$ cat src/rtl/ddc_ctrl_pkg.sv
// Shared types for the DDC retune controller and the DDS wrapper.
package ddc_ctrl_pkg;

  localparam int PHASE_W_DEF = 32;

  typedef logic [PHASE_W_DEF-1:0] pinc_t;

  typedef enum logic [1:0] {
    ST_LOAD,
    ST_DWELL,
    ST_FLUSH,
    ST_RUN
  } state_e;

endpackage

$ cat src/rtl/ddc_pinc_step.sv
// One ramp step: move cur toward tgt by at most MAX_STEP (increments are magnitudes, no wrap).
module ddc_pinc_step #(
  parameter int                 PHASE_W  = 32,
  parameter logic [PHASE_W-1:0] MAX_STEP = 32'h0100_0000
) (
  input  logic [PHASE_W-1:0] cur_i,
  input  logic [PHASE_W-1:0] tgt_i,
  output logic [PHASE_W-1:0] next_o
);

  logic signed [PHASE_W:0] diff;
  logic signed [PHASE_W:0] max_s;

  always_comb begin
    // One extra bit so the full unsigned range difference never overflows.
    diff  = $signed({1'b0, tgt_i}) - $signed({1'b0, cur_i});
    max_s = $signed({1'b0, MAX_STEP});
    if (diff > max_s)
      next_o = cur_i + MAX_STEP;
    else if (diff < -max_s)
      next_o = cur_i - MAX_STEP;
    else
      next_o = tgt_i;
  end

endmodule

$ cat src/rtl/ddc_tune_ctrl.sv
// Retune controller: ramps the DDS phase increment to a requested target and blanks I/Q until the mixer flushes.
module ddc_tune_ctrl
  import ddc_ctrl_pkg::*;
#(
  parameter int                 PHASE_W   = 32,
  parameter logic [PHASE_W-1:0] INIT_PINC = 32'h4000_0000,
  parameter logic [PHASE_W-1:0] MAX_STEP  = 32'h0100_0000,
  parameter int                 DWELL_CYC = 4,
  parameter int                 FLUSH_CYC = 6
) (
  input  logic               clk,
  input  logic               reset,
  input  logic [PHASE_W-1:0] req_tdata,
  input  logic               req_tvalid,
  output logic               req_tready,
  output logic [PHASE_W-1:0] cfg_tdata,
  output logic               cfg_tvalid,
  input  logic               cfg_tready,
  output logic [PHASE_W-1:0] cur_pinc,
  output logic               iq_valid,
  output logic               busy
);

  localparam int CNT_MAX = (DWELL_CYC > FLUSH_CYC) ? DWELL_CYC : FLUSH_CYC;
  localparam int CNT_W   = (CNT_MAX > 1) ? $clog2(CNT_MAX) : 1;
  localparam logic [CNT_W-1:0] DWELL_LAST = CNT_W'((DWELL_CYC > 0) ? DWELL_CYC - 1 : 0);
  localparam logic [CNT_W-1:0] FLUSH_LAST = CNT_W'((FLUSH_CYC > 0) ? FLUSH_CYC - 1 : 0);

  state_e             state_q, state_d;
  logic [PHASE_W-1:0] cfg_tdata_q, cfg_tdata_d;
  logic [PHASE_W-1:0] cur_q, cur_d;
  logic [PHASE_W-1:0] tgt_q, tgt_d;
  logic [CNT_W-1:0]   cnt_q, cnt_d;
  logic               cfg_tvalid_q, cfg_tvalid_d;
  logic               iq_valid_q, iq_valid_d;
  logic               req_tready_q, req_tready_d;
  logic               busy_q, busy_d;

  logic [PHASE_W-1:0] step_tgt;
  logic [PHASE_W-1:0] step_next;

  // Outside LOAD cfg_tdata_q always equals cur_q; in LOAD it is the word about to become cur,
  // so it is the right base for the next step in every state.
  assign step_tgt = (state_q == ST_RUN) ? req_tdata : tgt_q;

  ddc_pinc_step #(
    .PHASE_W  (PHASE_W),
    .MAX_STEP (MAX_STEP)
  ) u_step (
    .cur_i  (cfg_tdata_q),
    .tgt_i  (step_tgt),
    .next_o (step_next)
  );

  always_comb begin
    state_d     = state_q;
    cfg_tdata_d = cfg_tdata_q;
    cur_d       = cur_q;
    tgt_d       = tgt_q;
    cnt_d       = cnt_q;
    case (state_q)
      ST_LOAD: begin
        if (cfg_tvalid_q && cfg_tready) begin
          cur_d = cfg_tdata_q;
          cnt_d = '0;
          if (cfg_tdata_q == tgt_q) begin
            state_d = (FLUSH_CYC == 0) ? ST_RUN : ST_FLUSH;
          end else if (DWELL_CYC == 0) begin
            cfg_tdata_d = step_next;
          end else begin
            state_d = ST_DWELL;
          end
        end
      end
      ST_DWELL: begin
        if (cnt_q == DWELL_LAST) begin
          state_d     = ST_LOAD;
          cfg_tdata_d = step_next;
        end else begin
          cnt_d = cnt_q + CNT_W'(1);
        end
      end
      ST_FLUSH: begin
        if (cnt_q == FLUSH_LAST)
          state_d = ST_RUN;
        else
          cnt_d = cnt_q + CNT_W'(1);
      end
      ST_RUN: begin
        if (req_tvalid && req_tready_q) begin
          tgt_d = req_tdata;
          // Retuning to the current increment needs no write and no blanking.
          if (req_tdata != cur_q) begin
            state_d     = ST_LOAD;
            cfg_tdata_d = step_next;
          end
        end
      end
      default: state_d = ST_LOAD;
    endcase

    cfg_tvalid_d = (state_d == ST_LOAD);
    iq_valid_d   = (state_d == ST_RUN);
    req_tready_d = (state_d == ST_RUN);
    busy_d       = (state_d != ST_RUN);
  end

  always_ff @(posedge clk) begin
    if (reset) begin
      state_q      <= ST_LOAD;
      cfg_tdata_q  <= INIT_PINC;
      cur_q        <= INIT_PINC;
      tgt_q        <= INIT_PINC;
      cnt_q        <= '0;
      cfg_tvalid_q <= 1'b0;
      iq_valid_q   <= 1'b0;
      req_tready_q <= 1'b0;
      busy_q       <= 1'b1;
    end else begin
      state_q      <= state_d;
      cfg_tdata_q  <= cfg_tdata_d;
      cur_q        <= cur_d;
      tgt_q        <= tgt_d;
      cnt_q        <= cnt_d;
      cfg_tvalid_q <= cfg_tvalid_d;
      iq_valid_q   <= iq_valid_d;
      req_tready_q <= req_tready_d;
      busy_q       <= busy_d;
    end
  end

  assign cfg_tdata  = cfg_tdata_q;
  assign cfg_tvalid = cfg_tvalid_q;
  assign cur_pinc   = cur_q;
  assign iq_valid   = iq_valid_q;
  assign req_tready = req_tready_q;
  assign busy       = busy_q;

endmodule
$ cat config.mk
export PLATFORM = sky130hd
export DESIGN_NAME = ddc_tune_ctrl
export DESIGN_NICKNAME = d
export VERILOG_FILES = /design/src/rtl/ddc_ctrl_pkg.sv /design/src/rtl/ddc_pinc_step.sv /design/src/rtl/ddc_tune_ctrl.sv
export SDC_FILE = /design/constraint.sdc
export NUM_CORES = 1
export LEC_CHECK = 0
export BUFFER_PORTS_ARGS = -buffer_cell sky130_fd_sc_hd__buf_2
export CORE_ASPECT_RATIO = 1.75
export CORE_MARGIN = 10
export CORE_UTILIZATION = 60
export CTS_BUF_LIST = sky130_fd_sc_hd__clkbuf_4 sky130_fd_sc_hd__clkbuf_8
export CTS_CLUSTER_DIAMETER = 120
export DETAILED_ROUTE_END_ITERATION = 16
export PLACE_DENSITY = 0.84
export SYNTH_ARGS = -nofsm -noshare
export SYNTH_HDL_FRONTEND = slang
export SYNTH_SLANG_ARGS = --single-unit
$ cat constraint.sdc
create_clock -name clk -period 5.2 [get_ports clk]
set_input_delay 0.78 -clock clk [delete_from_list [all_inputs] [get_ports clk]]
set_output_delay 0.78 -clock clk [all_outputs]
set_load 0.01 [all_outputs]
After elaboration in Yosys (flattened, before gate mapping):

Cells that the tools add are included.

* reduce and logical (&&, ||, !) cells: 10
* $add $sub $neg: 4
* multiplexer cells: 18
* equality and inequality tests: 15
* magnitude comparators: 2

Operator list (count)
* $mux W32: 6
* $pmux W32 S2: 1
* $gt A33 B26 Y1 const B: 1
* $lt A33 B25 Y1 const B: 1
* $sub A32 B32 Y33: 1
* $add A32 B25 Y32 const B: 1
* $eq A32 B32 Y1: 1
* $ne A32 B32 Y1: 1
* $sub A32 B25 Y32 const B: 1
* $mux W2: 6
* $ne A2 B2 Y1 const B: 5
* $mux W3: 3
* $pmux W3 S3: 1
* $pmux W2 S4: 1
* $reduce_and A4 Y1: 2
* $eq A2 B2 Y1 const B: 3
* $logic_not A2 Y1: 2
* $ne A2 B1 Y1 const B: 2
* $reduce_and A2 Y1: 2
* $add A3 B1 Y3 const B: 1
* $eq A3 B2 Y1 const B: 1
* $eq A3 B3 Y1 const B: 1
* $reduce_bool A3 Y1: 1
* $eq A2 B1 Y1 const B: 1
* 2 further kinds: 3

* input bits: 36
* register bits: 104
* output and inout port bits: 68

Logic depth before layout (Yosys ltp):

Gate-level depths: netlist (run 1).

* word-level depth: 9
* depth in mapped cells: 19
* gate-level depth less buffers: 16

Modules after synthesis:

Synthesis (run 1) repeated with hierarchy kept, for this count alone.

* cell total of the unflattened synthesis: 1043
* area total of the unflattened synthesis: 7982.7 µm²

By module, submodules not included
* ddc_tune_ctrl: sequential area each 2082.0 µm², times used 1, cells an instance 602, area an instance 5091.1 µm²
* ddc_pinc_step: sequential area each 0.0 µm², times used 1, cells an instance 441, area an instance 2891.5 µm²

Worst setup path before layout (run 1):

No wires, ideal clock.

* path type: reg2reg
* from: reg state_q[0]
* to: reg cfg_tdata_q[30], in the netlist cfg_tdata[30]
* path buffers: 3
* slack: 618 ps
* data required time: 5128 ps
* cell stages (with the launch flop): 20
* period minus slack after synthesis: 4582 ps
* arrival time: 4510 ps
* library setup time: 72 ps
* cell sequence: dfxtp_1 > ha_1 > clkbuf_1 > buf_1 > mux2i_1 > ha_1 > inv_1 > fa_1 > a211oi_2 > o211ai_1 > nand2_2 > a211oi_2 > nor4b_1 > o21bai_1 > xnor2_2 > or4b_1 > o21a_1 > buf_2 > mux2_1 > a2bb2oi_1

* word-level cells in the longest chain between the ends: 9
* elaborated cells between the ends (all ways): 17
* classes of those cells: 1 x add/sub; 2 x order compare; 5 x eq/ne; 7 x mux; 2 x reduce/logical

RTL lines
* from (decl): RTL line ddc_tune_ctrl.sv:29 `state_e state_q, state_d;`
* from (signal assigned): RTL line ddc_tune_ctrl.sv:120 `state_q <= state_d;`
* $eq A2 B2 Y1: RTL line ddc_tune_ctrl.sv:44, ddc_tune_ctrl.sv:61
* $mux W32: RTL line ddc_tune_ctrl.sv:44 `assign step_tgt = (state_q == ST_RUN) ? req_tdata : tgt_q;`
* $sub A32 B32 Y33: RTL line ddc_pinc_step.sv:16 `diff = $signed({1'b0, tgt_i}) - $signed({1'b0, cur_i});`
* $lt A33 B25 Y1: RTL line ddc_pinc_step.sv:20 `else if (diff < -max_s)`
* $mux W32: RTL line ddc_pinc_step.sv:20
* $mux W32: RTL line ddc_pinc_step.sv:18 `if (diff > max_s)`
* $mux W32: RTL line ddc_tune_ctrl.sv:93 `if (req_tdata != cur_q) begin`
* $mux W32: RTL line ddc_tune_ctrl.sv:90 `if (req_tvalid && req_tready_q) begin`
* $pmux W32 S2: RTL line ddc_tune_ctrl.sv:61 `case (state_q)`
* to (signal assigned): RTL line ddc_tune_ctrl.sv:121 `cfg_tdata_q <= cfg_tdata_d;`
* to (decl): RTL line ddc_tune_ctrl.sv:30 `logic [PHASE_W-1:0] cfg_tdata_q, cfg_tdata_d;`

Several ways; a longest one is shown, not always the timed one. The select of a mux whose other input is x is not followed.
A chain may end at the register's enable or synchronous reset.

Final worst setup path (run 1):

* from: reg state_q[0]
* to: reg cfg_tdata_q[27], in the netlist cfg_tdata[27]

The elaborated chain is that of the path after synthesis.

==> run summary, run 1 <==
Number of diodes: 0
Num CTS Buffers: 9
Worst path required time: 5470 ps
Startpoint types: flop
Core area: 12600 µm²
Starting Density: 61.4%
Die width: 106 µm
DP Wirelength: 18800 µm
Buf/Inv on CP: 3
Total grt overflow: 0
Initial antenna violation count: 0
Setup TNS: 0 ps
Crit Path Category: flop to flop
Final hold vios: 0
Largest vdd supply drop: 0.000888 V
Vias: 7536
Most frequent cells in the layout: nand2_1 (170), dfxtp_1 (104), buf_2 (102)
First-pass GRT wire length: 38400 µm
Post-place setup slack: 335 ps
Worst hold slack: 484 ps
Area grow syn2layout: 11.7%
Synth Area in Compound Gates: 18.4%
DR WL/cell: 19.8 µm
Pwr Density: 508 nW/µm²
Post-Synth XOR/XNOR Area: 9.87%
Synth cell types: 73
Critical Path Slowest Stage Cell: or4b_1
Clock Sinks: 104
Reported leakage power: 3.73 nW
Yosys reg bits: 104
Vias in the first global route: 7399
Cell type with the highest aggregate area in the netlist: dfxtp_1
Total Die Area: 18000 µm²
Final instance area: 8610 µm²
Core utilization of the finished layout: 68.5%
Antenna Nets Post-Route: 0
Max-cap violations: 0
Largest family of logic cells by synthesized area: simple AND/OR/NAND/NOR gates
Fin cells: 1235
Post-DP Area: 8360 µm²
Critical-path cell list: ha_1 > buf_4 > mux2_2 > ha_1 > buf_4 > nand2_1 > nor3_1 > and3_1 > a211oi_1 > a311oi_1 > nand2_1 > or4b_1 > o31ai_4 > buf_4 > mux2_2 > mux2i_1 > o22ai_1
Slew @ Worst Pin: 1140 ps
Die height: 170 µm
Layout Nets: 1140
RSZ-0062 raised after global routing: no
Cts hold-fix bufs: 0
Postcts setup bufs: 0
Mapped Cells: 982
Clock transition at path regs: 100 ps
CTS H-Tree Depth: 3
Post-synthesis sequential area ratio: 27.0%
Setup Skew: 14.7 ps
Post-synthesis adder-cell area fraction: 6.91%
Number of synthesized flops with an enable pin: 0
Top_reg_cell synth: dfxtp_1
Setup violators final: 0
Placed cell count: 1219
Vias/cell: 6.10
Highest clock rate: 201 MHz
Cell mode on critical path: buf_4
Site row count: 54
DR DRC count: 0
Worst setup margin: 219 ps
Hold/Removal Path Class: flop to flop
Synthesized area per cell: 7.85 µm²
Pins Over Slew Limit: 0
Post-CTS sizing: 0
Clock Latency Late Sink: 380 ps
Clock Path Buffers: 2
Mux contribution to synthesized area: 9.41%
Worst path max stage delay: 540 ps
Syn_nets: 1060
GRT Resource Usage Total: 26.3%
Worst EP arrival: 5250 ps
Largest net degree at the start of global routing: 127
PortBufs: 103
Commonest non-fill, non-tap cell in the layout: nand2_1
TritonCTS clock tree: done
Initial detailed-routing violation count: 671
Status: finished clean
Fin crit period: 4980 ps
Top-area cell type share of the netlist area: 27.0%
Root Driver: clkbuf_8
Layout cells sized above 1: 18.4%
Drt first pass iters: 5
WL final: 24400 µm
IO Count: 104
CP endpoint kind: flop
Max Fanout on Critical Path: 12
Simple-gate portion of the synthesized area: 23.0%
Syn. warnings: 0
Total chip power: 4.38 mW
Async set or reset register ratio after synthesis: 0%
Tcrit/Tclk final: 95.8%
Netlist Area Pre-Place: 7710 µm²
Final Wtd Congestion: 0.956
Slew HR: 23.7%
Critical path's top delay family: simple AND/OR/NAND/NOR gates
Synth top area cells: dfxtp_1 (27%), nand2_1 (8.3%), ha_1 (6.7%)
-- metal layers --
metal | track usage, % | wire, µm | vias to the layer above
met5 | 0 | 0 | -
met3 | 4.69 | 1650 | 93
met1 | 28.3 | 8970 | 3524
met4 | 17.7 | 1580 | 0
li1 | - | - | 3566
met2 | 45.9 | 12200 | 353
-- sequential cells by signal, summed over array words and instances (netlist names) --
name	flops
cnt_q	3
cfg_tdata	32
tgt_q	32
cfg_tvalid	1
busy	1
state_q	2
cur_pinc	32
req_tready	1
-- final cells by class --
cell class	instances	area (µm²)
clock buffer	11	151
clock inverter	5	103
fill	1070	3960
inverter	44	165
multi-input combinational	780	5210
sequential	104	2080
tap	168	210
timing repair buffer	123	693
-- Yosys cell counts (5+ instances only) --
master and number:
nand2_1 170, dfxtp_1 104, a21oi_1 97, xor2_1 52, nand2b_1 51, nor2_1 46, inv_1 44, ha_1 41
clkbuf_1 39, mux2_2 35, xnor2_1 33, mux2i_1 32, o21ai_0 32, nor4_1 17, nand3_1 14, nand4_1 12
nor3_1 11, a21o_1 10, o211ai_1 10, and3_1 8, a31oi_1 7, buf_2 7, o21a_1 6, o21ai_1 6
buf_6 5, o2111ai_1 5, o21bai_1 5
-- worst min-delay path: stages, from the launching register on --
cell and delay [ps]:
dfxtp_1 340, nand2_1 60, a21oi_1 50
-- path summary, 6_finish.rpt --
kind	from	end	slack [ps]	cells after the start
worst max-delay path	state_q[0]	cfg_tdata[27]	220	17
worst min-delay path	cur_pinc[11]	cur_pinc[11]	480	2
worst max register to register	state_q[0]	cfg_tdata[27]	220	17
worst min register to register	cur_pinc[11]	cur_pinc[11]	480	2
-- report_power, final --
| group | switching [mW] | leakage (nW) | internal [mW] |
|---|---|---|---|
| clock network | 0.279 | 0.126 | 0.345 |
| registers | 0.0705 | 0.839 | 0.839 |
| logic | 1.61 | 2.77 | 1.23 |
-- logic make-up after synthesis --
group | count (synthesis)
adders and majority gates | 42
AOI/OAI and AO/OA | 219
DFF | 104
xor gates and xnor gates | 86
muxes | 68
buffers and inverters | 98
and+or+nand+nor | 365
Power figures use the tool's default switching activity.
==> run 2, diff against run 1 <==
--- a/config.mk
+++ b/config.mk
@@ -8,11 +8,11 @@
 export BUFFER_PORTS_ARGS = -buffer_cell sky130_fd_sc_hd__buf_2
 export CORE_ASPECT_RATIO = 1.75
 export CORE_MARGIN = 10
-export CORE_UTILIZATION = 60
+export CORE_UTILIZATION = 50
 export CTS_BUF_LIST = sky130_fd_sc_hd__clkbuf_4 sky130_fd_sc_hd__clkbuf_8
 export CTS_CLUSTER_DIAMETER = 120
 export DETAILED_ROUTE_END_ITERATION = 16
-export PLACE_DENSITY = 0.84
+export PLACE_DENSITY = 0.72
 export SYNTH_ARGS = -nofsm -noshare
 export SYNTH_HDL_FRONTEND = slang
 export SYNTH_SLANG_ARGS = --single-unit
==> run summary, run 2 (same netlist as run 1, synthesis figures left out) <==
Worst EP arrival: 5170 ps
Max-cap violations: 0
First-pass GRT wire length: 37400 µm
DR DRC count: 0
Worst path required time: 5470 ps
Status: finished clean
Pins Over Slew Limit: 0
Initial antenna violation count: 0
Worst hold slack: 481 ps
Total Die Area: 21000 µm²
Critical-path cell list: ha_1 > buf_12 > mux2_2 > ha_1 > a21oi_1 > o21ai_1 > nor2_1 > a211oi_2 > or4_1 > o211ai_1 > or4b_1 > o31ai_4 > buf_4 > mux2_2 > mux2i_1 > o22ai_1
Setup crit start: state_q[0]
GRT Resource Usage Total: 22.1%
Number of diodes: 0
Commonest non-fill, non-tap cell in the layout: nand2_1
Share of total power in combinational logic: 66.2%
Pwr Density: 495 nW/µm²
Largest net degree at the start of global routing: 87
Fillers: 1447
Most frequent cells in the layout: nand2_1 (170), dfxtp_1 (104), buf_2 (102)
Total grt overflow: 0
Hold path start: cur_pinc[4]
Setup violators final: 0
Starting Density: 50.6%
Num CTS Buffers: 9
Slew @ Worst Pin: 787 ps
Setup Skew: 17.4 ps
Crit Path Category: flop to flop
Root Driver: clkbuf_8
Final Wtd Congestion: 0.940
Placed cell count: 1237
Layout Nets: 1140
Highest clock rate: 204 MHz
Die width: 114 µm
Antenna Nets Post-Route: 0
IO Count: 104
Area grow syn2layout: 11.4%
Final hold vios: 0
WL final: 24100 µm
Setup TNS: 0 ps
R2r startpoint: state_q[0]
Clock transition at path regs: 110 ps
Vias/cell: 5.83
Cts hold-fix bufs: 0
Max Fanout on Critical Path: 25
CTS H-Tree Depth: 3
Internal cell power: 2.29 mW
Layout cells sized above 1: 18.4%
Reported leakage power: 3.72 nW
Die height: 184 µm
Vias in the first global route: 7044
DR WL/cell: 19.3 µm
Critical Path Slowest Stage Cell: or4b_1
Startpoint types: flop
Worst path max stage delay: 590 ps
Site row count: 60
P_sw: 1.96 mW
Clock Latency Late Sink: 380 ps
Hold/Removal Path Class: flop to flop
RSZ-0062 raised after global routing: no
Fin crit period: 4900 ps
Fin cells: 1253
Initial detailed-routing violation count: 435
CP endpoint kind: flop
Tcrit/Tclk final: 94.2%
PortBufs: 103
Clock group share of total power: 12.8%
DP Wirelength: 19200 µm
Clock Path Buffers: 2
Post-CTS sizing: 0
Seq pwr share: 21.0%
Clock Sinks: 104
Largest vdd supply drop: 0.000440 V
Drt first pass iters: 5
TritonCTS clock tree: done
Vias: 7302
Sw frac: 46.1%
Total chip power: 4.25 mW
Core area: 15200 µm²
Postcts setup bufs: 0
Slew HR: 47.5%
==> run 2: area by class of cell <==
type	count	area [µm²]	share of cell area, %
tap	186	233	2.71
multi-input combinational	780	5210	60.6
inverter	44	165	1.92
clock buffer	9	124	1.44
sequential	104	2080	24.2
timing repair buffer	123	693	8.07
clock inverter	7	87.6	1.02
==> run 2: metrics by stage <==
step / utilization [%] / cell area, µm² / setup slack [ps]
after floorplan: - / 7710 / 618
after global placement: 55.0 / 8380 / 405
after detailed placement: 55.0 / 8380 / 390
after CTS: 56.4 / 8590 / 344
after global routing: 56.4 / 8590 / 40.3
final: 56.4 / 8590 / 301
==> run 2: worst max-delay path, delay by kind of cell, from the launching register on <==
| family | cells | cell delay [ps] |
|---|---|---|
| buffers and inverters | 2 | 460 |
| adders and majority gates | 2 | 730 |
| DFF | 1 | 400 |
| AOI/OAI and AO/OA | 6 | 1430 |
| muxes | 3 | 900 |
| and+or+nand+nor | 3 | 860 |
==> run 2: per-layer routing <==
metal  track usage (%)  vias to the layer above  routed length, µm
met5                 0                        -                  0
met4              9.66                        0                941
met3              2.77                       41               1190
met2              40.3                      215              12500
met1              24.6                     3463               9470
li1                  -                     3583                  -
==> run 2: power by group through the flow <==
| stage | sequential, mW | clock (mW) | combinational [mW] |
|---|---|---|---|
| final | 0.894 | 0.546 | 2.82 |
| after global placement | 0.912 | 0 | 2.78 |
| after floorplan | 0.905 | 0 | 2.15 |
| after CTS | 0.893 | 0.548 | 2.79 |
| after detailed placement | 0.911 | 0 | 2.78 |
| after global routing | 0.900 | 0.569 | 3.06 |
==> run 2: final timing paths <==
check	end	slack (ps)	cells past startpoint
setup / recovery	cfg_tdata[31]	300	16
hold / removal	cur_pinc[4]	480	2
setup reg to reg	cfg_tdata[31]	300	16
hold reg to reg	cur_pinc[4]	480	2
==> run 3, diff against run 2 <==
--- a/config.mk
+++ b/config.mk
@@ -5,6 +5,7 @@
 export SDC_FILE = /design/constraint.sdc
 export NUM_CORES = 1
 export LEC_CHECK = 0
+export ABC_AREA = 1
 export BUFFER_PORTS_ARGS = -buffer_cell sky130_fd_sc_hd__buf_2
 export CORE_ASPECT_RATIO = 1.75
 export CORE_MARGIN = 10
@@ -12,7 +13,7 @@
 export CTS_BUF_LIST = sky130_fd_sc_hd__clkbuf_4 sky130_fd_sc_hd__clkbuf_8
 export CTS_CLUSTER_DIAMETER = 120
 export DETAILED_ROUTE_END_ITERATION = 16
-export PLACE_DENSITY = 0.72
+export PLACE_DENSITY = 0.71
 export SYNTH_ARGS = -nofsm -noshare
 export SYNTH_HDL_FRONTEND = slang
 export SYNTH_SLANG_ARGS = --single-unit
==> run summary, run 3 <==
Status: finished clean
Setup Skew: 10.5 ps
Startpoint types: flop
Highest clock rate: 215 MHz
DR WL/cell: 17.8 µm
Worst setup margin: 542 ps
Post-place setup slack: 643 ps
Pins Over Slew Limit: 0
Post-synthesis adder-cell area fraction: 6.47%
Worst path required time: 5480 ps
IO Count: 104
Netlist Area Pre-Place: 8240 µm²
PortBufs: 103
Root Driver: clkbuf_8
Final instance area: 9090 µm²
Clock transition at path regs: 90 ps
DR DRC count: 0
Simple-gate portion of the synthesized area: 36.6%
Mapped Cells: 1386
Commonest non-fill, non-tap cell in the layout: nand2_1
Fin crit period: 4660 ps
RSZ-0062 raised after global routing: no
Total grt overflow: 0
TritonCTS clock tree: done
Die width: 117 µm
Cell type with the highest aggregate area in the netlist: dfxtp_1
Max Fanout on Critical Path: 47
Post-CTS sizing: 0
Total Die Area: 22200 µm²
Vias: 9068
DP Wirelength: 24000 µm
Core area: 16300 µm²
Syn. warnings: 0
CTS H-Tree Depth: 3
Syn_nets: 1464
Mux contribution to synthesized area: 0%
Top-area cell type share of the netlist area: 25.3%
Vias/cell: 5.46
Largest net degree at the start of global routing: 65
Commonest cells in the netlist: nand2_1 (418), inv_1 (231), nor2_1 (142)
Synth top area cells: dfxtp_1 (25%), nand2_1 (19%), inv_1 (11%)
Slew @ Worst Pin: 1230 ps
Number of diodes: 0
Area grow syn2layout: 10.3%
Largest family of logic cells by synthesized area: simple AND/OR/NAND/NOR gates
Initial detailed-routing violation count: 745
Postcts setup bufs: 0
Layout Nets: 1543
Num CTS Buffers: 9
GRT Resource Usage Total: 26.6%
Tcrit/Tclk final: 89.6%
Worst EP arrival: 4940 ps
Synth Area in Compound Gates: 13.5%
Crit Path Category: flop to flop
Number of synthesized flops with an enable pin: 0
Setup TNS: 0 ps
WL final: 29600 µm
Post-Synth XOR/XNOR Area: 5.10%
Async set or reset register ratio after synthesis: 0%
Fillers: 1711
Top_reg_cell synth: dfxtp_1
First-pass GRT wire length: 45800 µm
Clock Latency Late Sink: 380 ps
Final hold vios: 0
Site row count: 62
Final Wtd Congestion: 0.967
Post-synthesis sequential area ratio: 25.3%
Antenna Nets Post-Route: 0
Synth cell types: 41
Layout cells sized above 1: 10.6%
Setup violators final: 0
CP endpoint kind: flop
Starting Density: 50.6%
Hold/Removal Path Class: flop to flop
Clock Sinks: 104
Worst hold slack: 493 ps
Slew HR: 17.8%
Max-cap violations: 0
Initial antenna violation count: 0
Synthesized area per cell: 5.95 µm²
Most common cell in the netlist: nand2_1
Die height: 190 µm
Post-DP Area: 8870 µm²
Most frequent cells in the layout: nand2_1 (418), inv_1 (231), nor2_1 (141)
Cts hold-fix bufs: 0
Drt first pass iters: 6
Yosys reg bits: 104
Clock Path Buffers: 2
Vias in the first global route: 8597
run 3: cells by family (layout without fill, tap and decap cells):
family	count (synthesis)	in the layout
adders and majority gates	42	42
AOI/OAI and AO/OA	195	195
and+or+nand+nor	721	721
xor gates and xnor gates	48	48
buffers and inverters	276	360
DFF	104	104
run 3: final cells by class:
| class | instances | area, µm² | area share [%] |
|---|---|---|---|
| multi-input combinational | 1006 | 5100 | 56.1 |
| sequential | 104 | 2080 | 22.9 |
| inverter | 236 | 886 | 9.74 |
| timing repair buffer | 108 | 566 | 6.22 |
| tap | 192 | 240 | 2.64 |
| clock buffer | 14 | 186 | 2.05 |
| clock inverter | 2 | 35.0 | 0.385 |
run 3: path summary, 6_finish.rpt:
kind,cells past startpoint,endpoint,startpoint,slack (ps)
worst min register to register,2,cnt_q[2],cnt_q[2],490
worst min-delay path,2,cnt_q[2],cnt_q[2],490
worst max register to register,26,cfg_tdata[8],state_q[1],540
worst max-delay path,26,cfg_tdata[8],state_q[1],540
run 3: stage by stage:
| step | std cells | utilization, % |
|---|---|---|
| after floorplan | 1386 | - |
| after global placement | 1646 | 54.5 |
| after detailed placement | 1646 | 54.5 |
| after CTS | 1662 | 55.8 |
| after global routing | 1662 | 55.8 |
| final | 1662 | 55.8 |
run 3: worst max-delay path, stage by stage, from the launching register on:
cell	delay, ps
dfxtp_1	420
ha_2	520
inv_1	180
o21ai_0	200
buf_4	160
ha_1	140
inv_1	90
fa_1	420
nand2_1	100
nand3_1	110
nand3_1	140
nand2_1	160
nand2_1	110
nand2_1	100
nand2_1	140
nand2_1	90
nand2_1	70
nand2_1	50
nand2_1	100
nor2_2	60
a21oi_4	290
nand2_4	150
nand3_2	80
buf_4	430
nand2_1	100
nand2_1	90
nor2_1	50
run 3: routing by layer:
layer	GRT usage, %	wire (µm)	up-vias
met4	17.0	1980	0
met3	2.87	1450	100
met1	29.3	11200	4122
li1	-	-	4533
met2	46.6	15000	313
met5	0	0	-
Power of run 3 is left out: the tool's default activity adds up to more than one toggle a clock period on the data nets, which glitch-free logic cannot reach.
